### src/rtl/hood_mode_ctrl.sv
// hood_mode_ctrl: range-hood mode controller.
// Handles STANDBY / MENU / RUN / DRAIN / CLEAN with NUM_SPEEDS suction levels, a cancellable
// delayed shutdown from top speed, and a timed self-clean cycle with a seconds countdown.
// Optional build macro HOOD_MENU_TIMEOUT_EN: MENU returns to STANDBY after MENU_TIMEOUT_S
// idle seconds. Without it MENU waits indefinitely and no menu counter exists.

module hood_mode_ctrl #(
   parameter int unsigned NUM_SPEEDS      = 3,
   parameter int unsigned CLK_HZ          = 100000000,
   parameter int unsigned TOP_OFF_DELAY_S = 60,
   parameter int unsigned CLEAN_TIME_S    = 180,
   parameter int unsigned MENU_TIMEOUT_S  = 10
) (
   input  logic                  clk,
   input  logic                  reset,
   input  logic                  menu_btn,
   input  logic [NUM_SPEEDS-1:0] speed_btn,
   input  logic                  clean_btn,
   output logic [2:0]            mode,
   output logic [2:0]            speed_level,
   output logic                  countdown,
   output logic [15:0]           remaining_s,
   output logic                  clean_done
);

   localparam int unsigned          PRESC_W    = (CLK_HZ > 1) ? $clog2(CLK_HZ) : 1;
   localparam logic [PRESC_W-1:0]   PRESC_MAX  = PRESC_W'(CLK_HZ - 1);
   localparam logic [2:0]           TOP_LEVEL  = 3'(NUM_SPEEDS);
   localparam logic [15:0]          DRAIN_SECS = 16'(TOP_OFF_DELAY_S);
   localparam logic [15:0]          CLEAN_SECS = 16'(CLEAN_TIME_S);

   // Parameter range checks, evaluated at elaboration only.
   if (NUM_SPEEDS < 2 || NUM_SPEEDS > 7) begin : g_chk_speeds
      $error("hood_mode_ctrl: NUM_SPEEDS must be 2..7");
   end
   if (CLK_HZ < 1) begin : g_chk_clk
      $error("hood_mode_ctrl: CLK_HZ must be at least 1");
   end
   if (TOP_OFF_DELAY_S < 1 || TOP_OFF_DELAY_S > 65535) begin : g_chk_drain
      $error("hood_mode_ctrl: TOP_OFF_DELAY_S must be 1..65535");
   end
   if (CLEAN_TIME_S < 1 || CLEAN_TIME_S > 65535) begin : g_chk_clean
      $error("hood_mode_ctrl: CLEAN_TIME_S must be 1..65535");
   end
   if (MENU_TIMEOUT_S < 1 || MENU_TIMEOUT_S > 65535) begin : g_chk_menu
      $error("hood_mode_ctrl: MENU_TIMEOUT_S must be 1..65535");
   end

   typedef enum logic [2:0] {
      StStandby = 3'd0,
      StMenu    = 3'd1,
      StRun     = 3'd2,
      StDrain   = 3'd3,
      StClean   = 3'd4
   } state_t;

   state_t               state_q, state_d;
   logic [2:0]           speed_q, speed_d;
   logic [15:0]          rem_q, rem_d;
   logic                 cd_q, cd_d;
   logic                 done_q, done_d;
   logic [PRESC_W-1:0]   presc_q, presc_d;
   logic                 presc_run;
   logic                 tick;
   logic [2:0]           speed_hits;
   logic [2:0]           speed_sel;
   logic                 speed_valid;

`ifdef HOOD_MENU_TIMEOUT_EN
   localparam logic [15:0] MENU_LAST = 16'(MENU_TIMEOUT_S - 1);
   logic [15:0]          menu_sec_q, menu_sec_d;
`endif

   // Decode speed buttons: valid only with exactly one bit set.
   always_comb begin
      speed_hits = 3'd0;
      speed_sel  = 3'd0;
      for (int i = 0; i < NUM_SPEEDS; i++) begin
         if (speed_btn[i]) begin
            speed_hits = speed_hits + 3'd1;
            speed_sel  = 3'(i + 1);
         end
      end
      speed_valid = (speed_hits == 3'd1);
   end

   // Second tick: prescaler wraps once per CLK_HZ cycles in counting states.
   always_comb begin
      presc_run = (state_q == StDrain) || (state_q == StClean);
`ifdef HOOD_MENU_TIMEOUT_EN
      presc_run = presc_run || (state_q == StMenu);
`endif
      tick = presc_run && (presc_q == PRESC_MAX);
   end

   // Next-state and registered-output logic.
   always_comb begin
      state_d = state_q;
      speed_d = speed_q;
      rem_d   = rem_q;
      cd_d    = cd_q;
      done_d  = 1'b0;
`ifdef HOOD_MENU_TIMEOUT_EN
      menu_sec_d = (state_q == StMenu) ? menu_sec_q : 16'd0;
`endif

      unique case (state_q)
         StStandby: begin
            if (menu_btn) begin
               state_d = StMenu;
            end
         end

         StMenu: begin
            if (speed_valid) begin
               state_d = StRun;
               speed_d = speed_sel;
            end else if (clean_btn) begin
               state_d = StClean;
               speed_d = 3'd0;
               rem_d   = CLEAN_SECS;
               cd_d    = 1'b1;
            end else if (menu_btn) begin
               state_d = StStandby;
            end
`ifdef HOOD_MENU_TIMEOUT_EN
            else if (tick) begin
               if (menu_sec_q >= MENU_LAST) begin
                  state_d = StStandby;
               end else begin
                  menu_sec_d = menu_sec_q + 16'd1;
               end
            end
`endif
         end

         StRun: begin
            // menu_btn has priority over a simultaneous speed change.
            if (menu_btn) begin
               if (speed_q == TOP_LEVEL) begin
                  state_d = StDrain;
                  rem_d   = DRAIN_SECS;
                  cd_d    = 1'b1;
               end else begin
                  state_d = StStandby;
                  speed_d = 3'd0;
               end
            end else if (speed_valid) begin
               speed_d = speed_sel;
            end
         end

         StDrain: begin
            // Cancel beats a coinciding tick.
            if (menu_btn) begin
               state_d = StRun;
               rem_d   = 16'd0;
               cd_d    = 1'b0;
            end else if (tick) begin
               if (rem_q <= 16'd1) begin
                  state_d = StStandby;
                  speed_d = 3'd0;
                  rem_d   = 16'd0;
                  cd_d    = 1'b0;
               end else begin
                  rem_d = rem_q - 16'd1;
               end
            end
         end

         StClean: begin
            if (tick) begin
               if (rem_q <= 16'd1) begin
                  state_d = StStandby;
                  rem_d   = 16'd0;
                  cd_d    = 1'b0;
                  done_d  = 1'b1;
               end else begin
                  rem_d = rem_q - 16'd1;
               end
            end
         end

         default: begin
            state_d = StStandby;
            speed_d = 3'd0;
            rem_d   = 16'd0;
            cd_d    = 1'b0;
         end
      endcase
   end

   // Prescaler restarts from zero on every state change so the first tick lands CLK_HZ
   // cycles after entry.
   always_comb begin
      presc_d = '0;
      if (presc_run && (state_d == state_q)) begin
         presc_d = tick ? '0 : presc_q + PRESC_W'(1);
      end
   end

   // State and output registers.
   always_ff @(posedge clk or negedge reset) begin
      if (!reset) begin
         state_q <= StStandby;
         speed_q <= 3'd0;
         rem_q   <= 16'd0;
         cd_q    <= 1'b0;
         done_q  <= 1'b0;
         presc_q <= '0;
      end else begin
         state_q <= state_d;
         speed_q <= speed_d;
         rem_q   <= rem_d;
         cd_q    <= cd_d;
         done_q  <= done_d;
         presc_q <= presc_d;
      end
   end

`ifdef HOOD_MENU_TIMEOUT_EN
   // Menu idle-seconds counter.
   always_ff @(posedge clk or negedge reset) begin
      if (!reset) begin
         menu_sec_q <= 16'd0;
      end else begin
         menu_sec_q <= menu_sec_d;
      end
   end
`endif

   assign mode        = state_q;
   assign speed_level = speed_q;
   assign countdown   = cd_q;
   assign remaining_s = rem_q;
   assign clean_done  = done_q;

endmodule
### config.mk
export PLATFORM = sky130hd
export DESIGN_NAME = hood_mode_ctrl
export DESIGN_NICKNAME = d
export VERILOG_FILES = /design/src/rtl/hood_mode_ctrl.sv
export SDC_FILE = /design/constraint.sdc
export NUM_CORES = 1
export LEC_CHECK = 0
export BUFFER_PORTS_ARGS = -buffer_cell sky130_fd_sc_hd__buf_2
export CORE_MARGIN = 2
export CORE_UTILIZATION = 45
export CTS_CLUSTER_DIAMETER = 200
export DETAILED_ROUTE_END_ITERATION = 16
export GPL_TIMING_DRIVEN = 0
export HOLD_SLACK_MARGIN = 0.05
export RECOVER_POWER = 25
export REMOVE_ABC_BUFFERS = 1
export SKIP_LAST_GASP = 1
export SLEW_MARGIN = 10
export SYNTH_ARGS = -nofsm -noshare
export SYNTH_HDL_FRONTEND = slang
export SYNTH_SLANG_ARGS = --single-unit
### constraint.sdc
create_clock -name clk -period 6.39 [get_ports clk]
set_input_delay 0.639 -clock clk [delete_from_list [all_inputs] [get_ports clk]]
set_output_delay 0.639 -clock clk [all_outputs]
set_load 0.01 [all_outputs]
# Yosys cells after proc, flatten, opt, wreduce, memory -nomap -nowiden
# Cells that the tools add are included.
[word_totals]
in_bits = 7
wordCells = 83
ff_bits = 51
out_inout_bits = 24
[op_classes]
n_lt_le_gt_ge = 1
n_eq_ne = 18
add_sub_neg = 4
reduce_logical = 7
bitwise_logic = 2
muxes = 45
[ops]
columns = ["operator", "count"]
rows = [
  ["16-bit 2-to-1 mux", 7],
  ["16-bit one-hot mux with 5 select lines", 1],
  ["3-bit 2-to-1 mux", 20],
  ["27-bit 2-to-1 mux", 2],
  ["27-bit by 1-bit adder with 27-bit output (second input constant)", 1],
  ["27-bit == test (second input constant)", 1],
  ["16-bit by 1-bit less-or-equal comparator with 1-bit output (second input constant)", 1],
  ["16-bit by 1-bit subtractor with 16-bit output (second input constant)", 1],
  ["3-bit one-hot mux with 5 select lines", 1],
  ["2-bit != test (second input constant)", 6],
  ["3-bit one-hot mux with 4 select lines", 1],
  ["1-bit 2-to-1 mux", 11],
  ["3-bit by 2-bit == test with 1-bit output (second input constant)", 3],
  ["3-bit != test (second input constant)", 3],
  ["7-bit AND reduction", 1],
  ["3-bit by 1-bit adder with 3-bit output (second input constant)", 2],
  ["3-bit by 1-bit == test with 1-bit output (second input constant)", 2],
  ["1-bit one-hot mux with 5 select lines", 1],
  ["5-bit AND reduction", 1],
  ["3-bit == test", 1],
  ["3-bit == test (second input constant)", 1],
  ["3-bit logical NOT", 1],
  ["1-bit logical AND", 2],
  ["2-bit 2-to-1 mux", 1],
  ["other kinds (4)", 5],
]

# Logic depth before layout (Yosys ltp)
# Gate-level depths: netlist of run 1.
[logic_depth]
ltp_word = 11
mapped_depth = 9
ltp_nobuf = 8

# Worst setup path before layout of run 1
# OpenSTA, ideal clock, no wires.
[synth_path]
path_kind = "register to register"
startpoint = "register state_q[0] (netlist: mode[0])"
endpoint = "register rem_q[7] (netlist: remaining_s[7])"
path_stages_with_launch = 8
arrival_ps = 2226
path_slack_ps = 4038
required_ps = 6264
setup_ps = 126
path_buffers = 1
synth_period_minus_slack_ps = 2352
path_cell_list = "dfrtp_1 buf_2 or3b_4 a211o_4 nor3_2 o21a_1 o21ai_0 a221o_1"
[synth_between]
elab_chain_cells = 6
word_cells_on_any_way = 16
classes_between = "8 x eq/ne; 3 x mux; 1 x bitwise; 4 x reduce/logical"
[synth_lines]
columns = ["element", "line", "rtl"]
rows = [
  ["start: declaration", "57", "state_t state_q, state_d;"],
  ["start signal: assignment", "205", "state_q <= StStandby;"],
  ["start signal: assignment", "212", "state_q <= state_d;"],
  ["3-bit by 2-bit == test with 1-bit output / 3-bit == test (equally long branches)", "89, 107", ""],
  ["1-bit logical OR", "89", "presc_run = (state_q == StDrain) || (state_q == StClean);"],
  ["1-bit logical AND", "93", "tick = presc_run && (presc_q == PRESC_MAX);"],
  ["16-bit 2-to-1 mux (2 in a row)", "n/a", ""],
  ["16-bit one-hot mux with 5 select lines", "107", "unique case (state_q)"],
  ["end signal: assignment", "214", "rem_q <= rem_d;"],
  ["end: declaration", "59", "logic [15:0] rem_q, rem_d;"],
]
# Several ways; a longest one is shown, not always the timed one.
# A chain may end at the register's enable or synchronous reset.

# Worst setup path in the final report of run 1
[layout_path]
startpoint = "register state_q[2] (netlist: mode[2])"
endpoint = "register presc_q[8]"
[layout_between]
elab_chain_cells = 9
word_cells_on_any_way = 20
classes_between = "5 x eq/ne; 11 x mux; 4 x reduce/logical"
[layout_lines]
columns = ["element", "line", "rtl"]
rows = [
  ["3-bit by 2-bit == test with 1-bit output / 3-bit == test (equally long branches)", "89, 107", ""],
  ["1-bit logical OR", "89", ""],
  ["1-bit logical AND", "93", ""],
  ["3-bit 2-to-1 mux", "172", "if (tick) begin"],
  ["3-bit 2-to-1 mux", "155", "if (menu_btn) begin"],
  ["3-bit one-hot mux with 5 select lines", "107", ""],
  ["3-bit == test", "197", "if (presc_run && (state_d == state_q)) begin"],
  ["1-bit logical AND", "197", ""],
  ["27-bit 2-to-1 mux (*)", "197", ""],
  ["net presc_d[8]", "62", "logic [PRESC_W-1:0] presc_q, presc_d;"],
  ["end signal: assignment", "217", "presc_q <= presc_d;"],
  ["end: declaration", "62", ""],
]
# The timed path passes the listed nets; every way through them passes the cells marked *.

==> results.sh, run 1 <==
export IMPL_io_buffers=29
export IMPL_worstPathArrival_ns=2.94
export IMPL_status="finished, violations left"
export IMPL_setup_violations=0
export IMPL_critical_path_class="reg -> reg"
export IMPL_viasPerCell=5.61
export IMPL_numCtsBuffers=5
export IMPL_synth_area_leader_cell="dfrtp_1"
export IMPL_synth_simple_area_share=0.283
export IMPL_power_share_clock=0.278
export IMPL_synth_edf_count=0
export IMPL_grt_use_total=0.195
export IMPL_hp_class="reg -> reg"
export IMPL_worst_path_buf_inv=0
export IMPL_ff_latch_area_sq_mm=0.00125
export IMPL_synth_mux_area_frac=0.00701
export IMPL_power_switching_uw=364
export IMPL_fin_skew_ns=0.0179
export IMPL_yosysMostFrequentCell="nor2_1"
export IMPL_wl_per_cell_um=14.8
export IMPL_first_iter_violations=103
export IMPL_cp_end_kind="flop"
export IMPL_nets=357
export IMPL_worst_pin_slew_ns=2.65
export IMPL_critPathTopFamily="simple AND/OR/NAND/NOR gates"
export IMPL_slew_headroom=-0.766
export IMPL_area_delta_synth_final_pct=11.4
export IMPL_root_buffer="clkbuf_8"
export IMPL_final_hold_viol_count=0
export IMPL_setup_slack_ns=3.61
export IMPL_clock_tree_buffer_depth=2
export IMPL_synthArstFlopShare=1.00
export IMPL_synth_fa_ha_area_frac=0.0263
export IMPL_post_route_period_util=0.436
export IMPL_start_util=0.457
export IMPL_synth_warning_count=0
export IMPL_synth_main_ff_cell="dfrtp_1"
export IMPL_grt_max_degree=51
export IMPL_grt_pass1_vias=2283
export IMPL_rsz0062_at_grt="no"
export IMPL_num_rows=29
export IMPL_synth_area_leaders="dfrtp_1 44%, nor2_1 6.8%, xor2_1 4.9%"
export IMPL_dpl_worst_slack_ns=3.54
export IMPL_synth_distinct_cells=48
export IMPL_insertion_delay_ns=0.31
export IMPL_synth_top_area_frac=0.438
export IMPL_violations="capacitance limit, slew limit"
export IMPL_synthesis_area_sq_mm=0.00285
export IMPL_cp_slowest_cell="nand2_1"
export IMPL_powerDensity_mw_per_mm2=310
export IMPL_maxCapViolCount=1
export IMPL_p_int_uw=622
export IMPL_htree_levels=2
export IMPL_multi_input_area_sq_mm=0.00150
export IMPL_final_max_slew_viol_count=51
export IMPL_synthXorXnorAreaFrac=0.0798
export IMPL_cts_resized_gates=0
export IMPL_fp_dieH_um=83.6
export IMPL_place_congestion=0.833
export IMPL_die_w_um=83.6
export IMPL_core_area_sq_mm=0.00624
export IMPL_required_ns=6.55
export IMPL_die_area_sq_mm=0.00699
export IMPL_cp_max_fo=23
export IMPL_postRouteAntennaNets=0
export IMPL_yosys_register_bits=50
export IMPL_power_total_uw=986
export IMPL_clock_fmax_mhz=359
export IMPL_cts_num_sinks=50
export IMPL_drc_errors=0
export IMPL_crit_path_max_incr_delay_ns=0.63
export IMPL_cts_hold_buf=0
export IMPL_synth_top_family_by_area="simple AND/OR/NAND/NOR gates"
export IMPL_grt_ovfl_total=0
export IMPL_peakVddDrop_mv=0.193
export IMPL_ff2ff_setup_slack_ns=3.61
export IMPL_p_seq_frac=0.397
export IMPL_swShare=0.370
export IMPL_hold_slack_ns=0.482
export IMPL_post_cts_setup_buffers=0
export IMPL_synth_compound_area_frac=0.127
export IMPL_wirelength_um=6250
export IMPL_vias=2368
export IMPL_antenna_found_initial=0
export IMPL_ys_seq_area_frac=0.438
export IMPL_crit_path_start_kind="flop"
export IMPL_antennaDiodeCount=0
export IMPL_min_period_ns=2.78
export IMPL_grt_pass1_wl_um=11200
export IMPL_ios=31
export IMPL_syn_area_per_cell_sq_um=8.97
export IMPL_setup_tns_ns=0
export IMPL_drive_gt1_frac=0.136
export IMPL_cts_tree="done"
export IMPL_leakage_uw=0.00140
export IMPL_postSynthCellCount=318
export IMPL_drt_pass1_iterations=5
export IMPL_path_cells="or3b_4, a211o_4, or3_1, nand2_1, nor2_1"
export IMPL_combPwrFrac=0.325
export IMPL_n_fill_cell=601
export IMPL_clkTransAtPathRegs_ns=0.09
export IMPL_ys_top_cells_by_count="52 x nor2_1, 50 x dfrtp_1, 22 x o21ai_0"
export IMPL_hpwl_um=4530
[sequential cells by signal, indices dropped and copies added (netlist names)]
register	cells
countdown	1
presc_q	27
speed_level	2
remaining_s	16
mode	3
clean_done	1
[placed cells by master, fill, tap and decap left out, drive strengths merged, types with 2 or more instances in the layout]
| cell type | instances |
|---|---|
| nand3b | 3 |
| a41oi | 2 |
| nand3 | 17 |
| or3b | 3 |
| bufinv | 2 |
| nand4 | 9 |
| nor2 | 52 |
| and3 | 8 |
| nor3b | 3 |
| dfrtp | 50 |
| and3b | 3 |
| nor3 | 9 |
| buf | 28 |
| a21oi | 15 |
| xor2 | 16 |
| xnor2 | 10 |
| nand4bb | 2 |
| a31oi | 8 |
| or3 | 4 |
| o21a | 3 |
| nand2 | 19 |
| inv | 13 |
| mux2i | 2 |
| clkbuf | 7 |
| o21ai | 23 |
| ha | 6 |
| a211oi | 3 |
| or2 | 2 |
| or4 | 2 |
| nand2b | 2 |
| nor4 | 8 |
[metal layers]
layer | wire, um | vias to the layer above | share of wire | track usage
li1 | - | 1178 | - | -
met1 | 2940 | 1123 | 0.47 | 0.271
met2 | 2930 | 59 | 0.47 | 0.315
met3 | 320 | 8 | 0.051 | 0.0346
met4 | 59 | 0 | 0.0094 | 0.0513
met5 | 0 | - | 0 | 0
[power groups by stage]
| stage | sequential [uW] | clock (uW) | combinational, uW |
|---|---|---|---|
| final | 392 | 274 | 320 |
| after global routing | 397 | 295 | 364 |
| after CTS | 391 | 281 | 322 |
| after detailed placement | 397 | 0 | 321 |
| after global placement | 396 | 0 | 321 |
| after floorplan | 401 | 0 | 204 |
[metrics by stage]
stage / utilization / cells / instance area, sq um
floorplan: - / 308 / 2800
global placement: 0.487 / 414 / 3040
detailed placement: 0.487 / 414 / 3040
CTS: 0.510 / 422 / 3180
global route: 0.510 / 422 / 3180
finish: 0.510 / 422 / 3180
[worst register-to-register path, stage by stage (launching register included)]
cell     delay, ns
dfrtp_1       0.53
or3b_4        0.45
a211o_4       0.39
or3_1         0.50
nand2_1       0.63
nor2_1        0.12
[final cells by class]
type / instances / area share
flip-flops and latches: 50 / 0.393
inverters: 13 / 0.0153
clock buffers: 6 / 0.0260
clock inverters: 2 / 0.0189
repair buffers: 29 / 0.0452
well taps: 77 / 0.0303
multi-input cells: 245 / 0.471
[path summary, 6_finish.rpt]
path                           start        endpoint  depth (start not counted)
max                          mode[2]      presc_q[8]                          5
min                        countdown       countdown                          1
max reg2reg                  mode[2]      presc_q[8]                          5
min reg2reg                countdown       countdown                          1
max in group asynchronous      reset     presc_q[25]                          1
min in group asynchronous      reset  remaining_s[9]                          1
[cells by family (layout without fill, tap and decap cells)]
family / count (synthesis) / after routing
and+or+nand+nor: 150 / 150
adders and majority gates: 6 / 6
AOI/OAI and AO/OA: 60 / 60
DFF: 50 / 50
xor gates and xnor gates: 26 / 26
buffers and inverters: 23 / 50
muxes: 2 / 2
other: 1 / 1
Note: power is estimated with default switching activity, not from simulation.
==> run 2: changes to the inputs <==
==> constraint.sdc (replaced) <==
create_clock -name clk -period 2.7 [get_ports clk]
set_input_delay 0.27 -clock clk [delete_from_list [all_inputs] [get_ports clk]]
set_output_delay 0.27 -clock clk [all_outputs]
set_load 0.01 [all_outputs]
==> run 2 against run 1 <==
  * The flow now finishes without violations
  * Critical path type unchanged
  * Global-route usage is essentially flat
  * Via count is 0.68% higher
  * Wire length rose by 1.7%
  * Highest routed layer unchanged
  * Fmax increased by 7.4%
  * First-iteration DRC count grew 17%
  * Clock skew about the same
  * Sequential cell count stayed put
  * Non-clock buffer count is 1 higher
  * Die area did not move
  * Register-to-register slack got worse by 3.5 ns
==> results.sh, run 2 (synthesized netlist as in run 1, its figures left out) <==
export IMPL_setup_violations=0
export IMPL_maxCapViolCount=0
export IMPL_area_delta_synth_final_pct=12.6
export IMPL_postRouteAntennaNets=0
export IMPL_peakVddDrop_mv=0.476
export IMPL_slew_headroom=0.178
export IMPL_wirelength_um=6360
export IMPL_final_common_cell="nor2_1"
export IMPL_hold_slack_ns=0.292
export IMPL_grt_pass1_wl_um=11200
export IMPL_antennaDiodeCount=0
export IMPL_required_ns=2.90
export IMPL_clock_tree_buffer_depth=2
export IMPL_min_period_ns=2.59
export IMPL_powerDensity_mw_per_mm2=736
export IMPL_final_cell_mix="51 x nor2_1, 49 x dfrtp_1, 28 x buf_2, 22 x o21ai_0, 18 x nand2_1"
export IMPL_drive_gt1_frac=0.150
export IMPL_placed_area_sq_mm=0.00304
export IMPL_vias=2384
export IMPL_numCtsBuffers=5
export IMPL_ios=31
export IMPL_critPathTopFamily="simple AND/OR/NAND/NOR gates"
export IMPL_core_area_sq_mm=0.00624
export IMPL_cp_end_kind="flop"
export IMPL_grt_use_total=0.194
export IMPL_cts_tree="done"
export IMPL_crit_path_start_kind="flop"
export IMPL_regMostFlops="presc_q"
export IMPL_grt_pass1_vias=2274
export IMPL_path_cells="or3_1, nand2b_1, nor4_1, o21a_1, o21ai_0, a221o_1"
export IMPL_largest_reg_flops=27
export IMPL_htree_levels=2
export IMPL_clock_fmax_mhz=386
export IMPL_start_util=0.457
export IMPL_cts_num_sinks=50
export IMPL_final_hold_viol_count=0
export IMPL_worstPathArrival_ns=2.79
export IMPL_root_buffer="clkbuf_8"
export IMPL_cp_max_fo=6
export IMPL_setup_slack_ns=0.109
export IMPL_grt_max_degree=51
export IMPL_post_route_period_util=0.960
export IMPL_clkTransAtPathRegs_ns=0.10
export IMPL_critical_path_class="reg -> reg"
export IMPL_first_iter_violations=121
export IMPL_worst_path_buf_inv=0
export IMPL_dpl_worst_slack_ns=-0.0812
export IMPL_drc_errors=0
export IMPL_final_max_slew_viol_count=0
export IMPL_fin_skew_ns=0.0176
export IMPL_num_rows=29
export IMPL_wl_per_cell_um=15.0
export IMPL_insertion_delay_ns=0.31
export IMPL_worst_pin_slew_ns=1.23
export IMPL_grt_ovfl_total=0
export IMPL_io_buffers=29
export IMPL_stdcell_area_sq_mm=0.00321
export IMPL_cp_slowest_cell="nor4_1"
export IMPL_antenna_found_initial=0
export IMPL_nets=358
export IMPL_crit_path_max_incr_delay_ns=0.71
export IMPL_place_congestion=0.833
export IMPL_rsz0062_at_grt="yes"
export IMPL_power_total_uw=2360
export IMPL_viasPerCell=5.64
export IMPL_drt_pass1_iterations=4
export IMPL_leakage_uw=0.00141
export IMPL_post_cts_setup_buffers=0
export IMPL_hp_class="in -> reg"
export IMPL_status="completed"
export IMPL_die_area_sq_mm=0.00699
export IMPL_fp_dieH_um=83.6
export IMPL_hpwl_um=4530
export IMPL_die_w_um=83.6
==> run 2: routing by layer <==
layer	GRT usage	vias up	wire length (um)
li1	-	1178	-
met1	0.272	1144	3020
met2	0.315	53	3010
met3	0.0346	9	264
met4	0.0469	0	60
met5	0	-	0
==> run 2: final timing paths <==
| kind | start | cells after the start | end | slack (ns) |
|---|---|---|---|---|
| max | remaining_s[9] | 6 | remaining_s[7] | 0.11 |
| min reg2reg | countdown | 1 | countdown | 0.48 |
| min | speed_btn[1] | 3 | speed_level[1] | 0.29 |
| min in group asynchronous | reset | 2 | remaining_s[13] | 0.75 |
| max in group asynchronous | reset | 2 | mode[2] | 1.14 |
| max reg2reg | remaining_s[9] | 6 | remaining_s[7] | 0.11 |
==> run 2: cell type report <==
class	count	area, sq um
multi-input cells	245	1520
clock inverters	2	60.1
fillers	599	3030
flip-flops and latches	50	1250
well taps	77	96.3
inverters	13	48.8
repair buffers	30	155
clock buffers	6	82.6
==> run 2: power by group <==
part           total, uW  internal [uW]  leakage [uW]  switching [uW]
Combinational        776            266      0.000649             510
Sequential           936            823      0.000689             113
Clock                652            395     0.0000714             256
Total               2360           1480       0.00141             880
==> run 2: tightest hold or removal path: stages <==
cell and delay, ns:
buf_2 0.10, o21ai_0 0.07, mux2i_1 0.12
==> run 2: through the flow <==
step / TNS, ns / util / std cells
floorplan: 0 / - / 308
global placement: -1.21 / 0.487 / 414
detailed placement: -1.41 / 0.487 / 414
CTS: 0 / 0.511 / 422
global route: -0.0254 / 0.515 / 423
finish: 0 / 0.515 / 423
==> run 2: repair_timing <==
item                                    CTS  global route
gates resized for setup                   2             3
pin swaps                                 0             0
hold buffers                              0             1
hold endpoints to repair                  0            50
endpoints found under the setup margin   24             4
==> run 3: changes to the inputs <==
--- a/config.mk
+++ b/config.mk
@@ -12,6 +12,7 @@
 export DETAILED_ROUTE_END_ITERATION = 16
 export GPL_TIMING_DRIVEN = 0
 export HOLD_SLACK_MARGIN = 0.05
+export PLACE_DENSITY = 0.74
 export RECOVER_POWER = 25
 export REMOVE_ABC_BUFFERS = 1
 export SKIP_LAST_GASP = 1
==> run 3 against run 2 <==
  * Critical path type unchanged
  * Worst setup slack gained 0.062 ns
  * Largest power group unchanged
  * Sequential share of layout area increased by 0.85 points
  * Critical endpoint unchanged
  * Non-clock buffer count fell by 1
  * Via count is 0.17% lower
  * Highest routed layer unchanged
  * First-iteration DRC count increased by 33%
  * Largest cell class unchanged
  * Critical path depth is the same
  * Clock-buffer cell count up 1
==> results.sh, run 3 (synthesized netlist as in run 1, its figures left out) <==
export IMPL_status="completed"
export IMPL_crit_path_max_incr_delay_ns=0.52
export IMPL_crit_path_start_kind="flop"
export IMPL_clkTransAtPathRegs_ns=0.09
export IMPL_worstPathArrival_ns=2.72
export IMPL_die_area_sq_mm=0.00699
export IMPL_fin_skew_ns=0.00342
export IMPL_setup_slack_ns=0.171
export IMPL_ios=31
export IMPL_cp_slowest_cell="dfrtp_1"
export IMPL_dpl_worst_slack_ns=-0.0536
export IMPL_grt_use_total=0.179
export IMPL_die_w_um=83.6
export IMPL_startpoint="mode[2]"
export IMPL_drt_pass1_iterations=4
export IMPL_power_share_clock=0.211
export IMPL_slew_headroom=0.188
export IMPL_required_ns=2.89
export IMPL_grt_use_met2=0.300
export IMPL_final_util=0.503
export IMPL_cts_hold_buf=0
export IMPL_clock_fmax_mhz=395
export IMPL_met1_usage=0.241
export IMPL_hp_class="in -> async"
export IMPL_clock_tree_buffer_depth=2
export IMPL_p_int_uw=1290
export IMPL_antennaDiodeCount=0
export IMPL_hpwl_um=4440
export IMPL_postRouteAntennaNets=0
export IMPL_n_fill_cell=583
export IMPL_vias=2380
export IMPL_rsz0062_at_grt="no"
export IMPL_num_rows=29
export IMPL_grt_pass1_vias=2248
export IMPL_wl_per_cell_um=14.6
export IMPL_cp_end_kind="flop"
export IMPL_io_buffers=29
export IMPL_final_hold_viol_count=0
export IMPL_insertion_delay_ns=0.30
export IMPL_reg2reg_from="mode[2]"
export IMPL_antenna_found_initial=0
export IMPL_min_period_ns=2.53
export IMPL_htree_levels=2
export IMPL_cp_max_fo=11
export IMPL_regMostFlops="presc_q"
export IMPL_viasPerCell=5.64
export IMPL_path_cells="or3b_4, a211o_4, nor3_2, o21a_1, o21ai_0, a221o_1"
export IMPL_peakVddDrop_mv=0.429
export IMPL_final_cell_mix="51 x nor2_1, 50 x dfrtp_1, 28 x buf_2, 22 x o21ai_0, 18 x nand2_1"
export IMPL_busiest_layer="met2"
export IMPL_place_congestion=0.871
export IMPL_post_cts_setup_buffers=0
export IMPL_power_switching_uw=840
export IMPL_numCtsBuffers=5
export IMPL_setup_violations=0
export IMPL_grt_ovfl_total=0
export IMPL_largest_reg_flops=27
export IMPL_drive_gt1_frac=0.145
export IMPL_p_seq_frac=0.436
export IMPL_final_common_cell="nor2_1"
export IMPL_met3_usage=0.0326
export IMPL_root_buffer="clkbuf_8"
export IMPL_nets=357
export IMPL_drc_errors=0
export IMPL_grt_max_degree=51
export IMPL_leakage_uw=0.00138
export IMPL_start_util=0.457
export IMPL_combPwrFrac=0.354
export IMPL_ff_latch_area_sq_mm=0.00125
export IMPL_swShare=0.395
export IMPL_worst_pin_slew_ns=1.22
export IMPL_final_max_slew_viol_count=0
export IMPL_cts_tree="done"
export IMPL_maxCapViolCount=0
export IMPL_first_iter_violations=161
export IMPL_powerDensity_mw_per_mm2=677
export IMPL_grt_pass1_wl_um=10400
export IMPL_core_area_sq_mm=0.00624
export IMPL_wirelength_um=6180
export IMPL_critical_path_class="reg -> reg"
export IMPL_fp_dieH_um=83.6
export IMPL_multi_input_area_sq_mm=0.00151
export IMPL_cts_num_sinks=50
export IMPL_post_route_period_util=0.937
export IMPL_area_delta_synth_final_pct=10.1
[run 3: layout make-up]
class | count | area share
clock buffer | 7 | 0.0275
sequential | 50 | 0.398
clock inverter | 1 | 0.00159
tap | 77 | 0.0307
inverter | 13 | 0.0155
timing repair buffer | 29 | 0.0462
multi-input combinational | 245 | 0.480
[run 3: metal layers]
metal  vias up  part of all wire  wire, um
met5         -                 0         0
met4         0            0.0094        58
met3         7             0.035       214
met2        45              0.48      2980
met1      1152              0.47      2920
li1       1176                 -         -
[run 3: worst paths after layout]
| kind | end | slack, ns | cells past startpoint |
|---|---|---|---|
| setup / recovery | remaining_s[7] | 0.17 | 6 |
| hold / removal | remaining_s[8] | 0.21 | 1 |
| setup reg to reg | remaining_s[7] | 0.17 | 6 |
| hold reg to reg | remaining_s[10] | 0.49 | 1 |
| max in group asynchronous | presc_q[20] | 1.77 | 1 |
| min in group clk | speed_level[1] | 0.32 | 3 |
[run 3: power by group through the flow]
stage	Sequential (uW)	Combinational, uW	Clock, uW
floorplan	949	484	0
global placement	935	736	0
detailed placement	941	743	0
CTS	923	752	461
global route	941	844	483
finish	926	752	447
[run 3: worst max-delay path: cells and delay by family, from the launching register on]
family | cells | cell delay, ns
AO/OA/AOI/OAI | 4 | 1.00
flip-flops | 1 | 0.52
AND/OR/NAND/NOR | 2 | 0.90
[run 3: metrics by stage]
| stage | instance area [sq um] | TNS [ns] | hold slack [ns] | power [uW] | std cells |
|---|---|---|---|---|---|
| global placement | 3040 | -0.220 | 0.457 | 1670 | 414 |
| global route | 3140 | 0 | 0.318 | 2270 | 422 |
| CTS | 3140 | 0 | 0.207 | 2140 | 422 |
| finish | 3140 | 0 | 0.208 | 2130 | 422 |
| detailed placement | 3040 | -0.620 | 0.470 | 1680 | 414 |
| floorplan | 2800 | 0 | -0.0256 | 1430 | 308 |
[run 3: what timing repair did]
action	CTS	global route
resized for setup	2	1
cloned	0	0
endpoints found under the setup margin	24	1
pin swaps	0	0
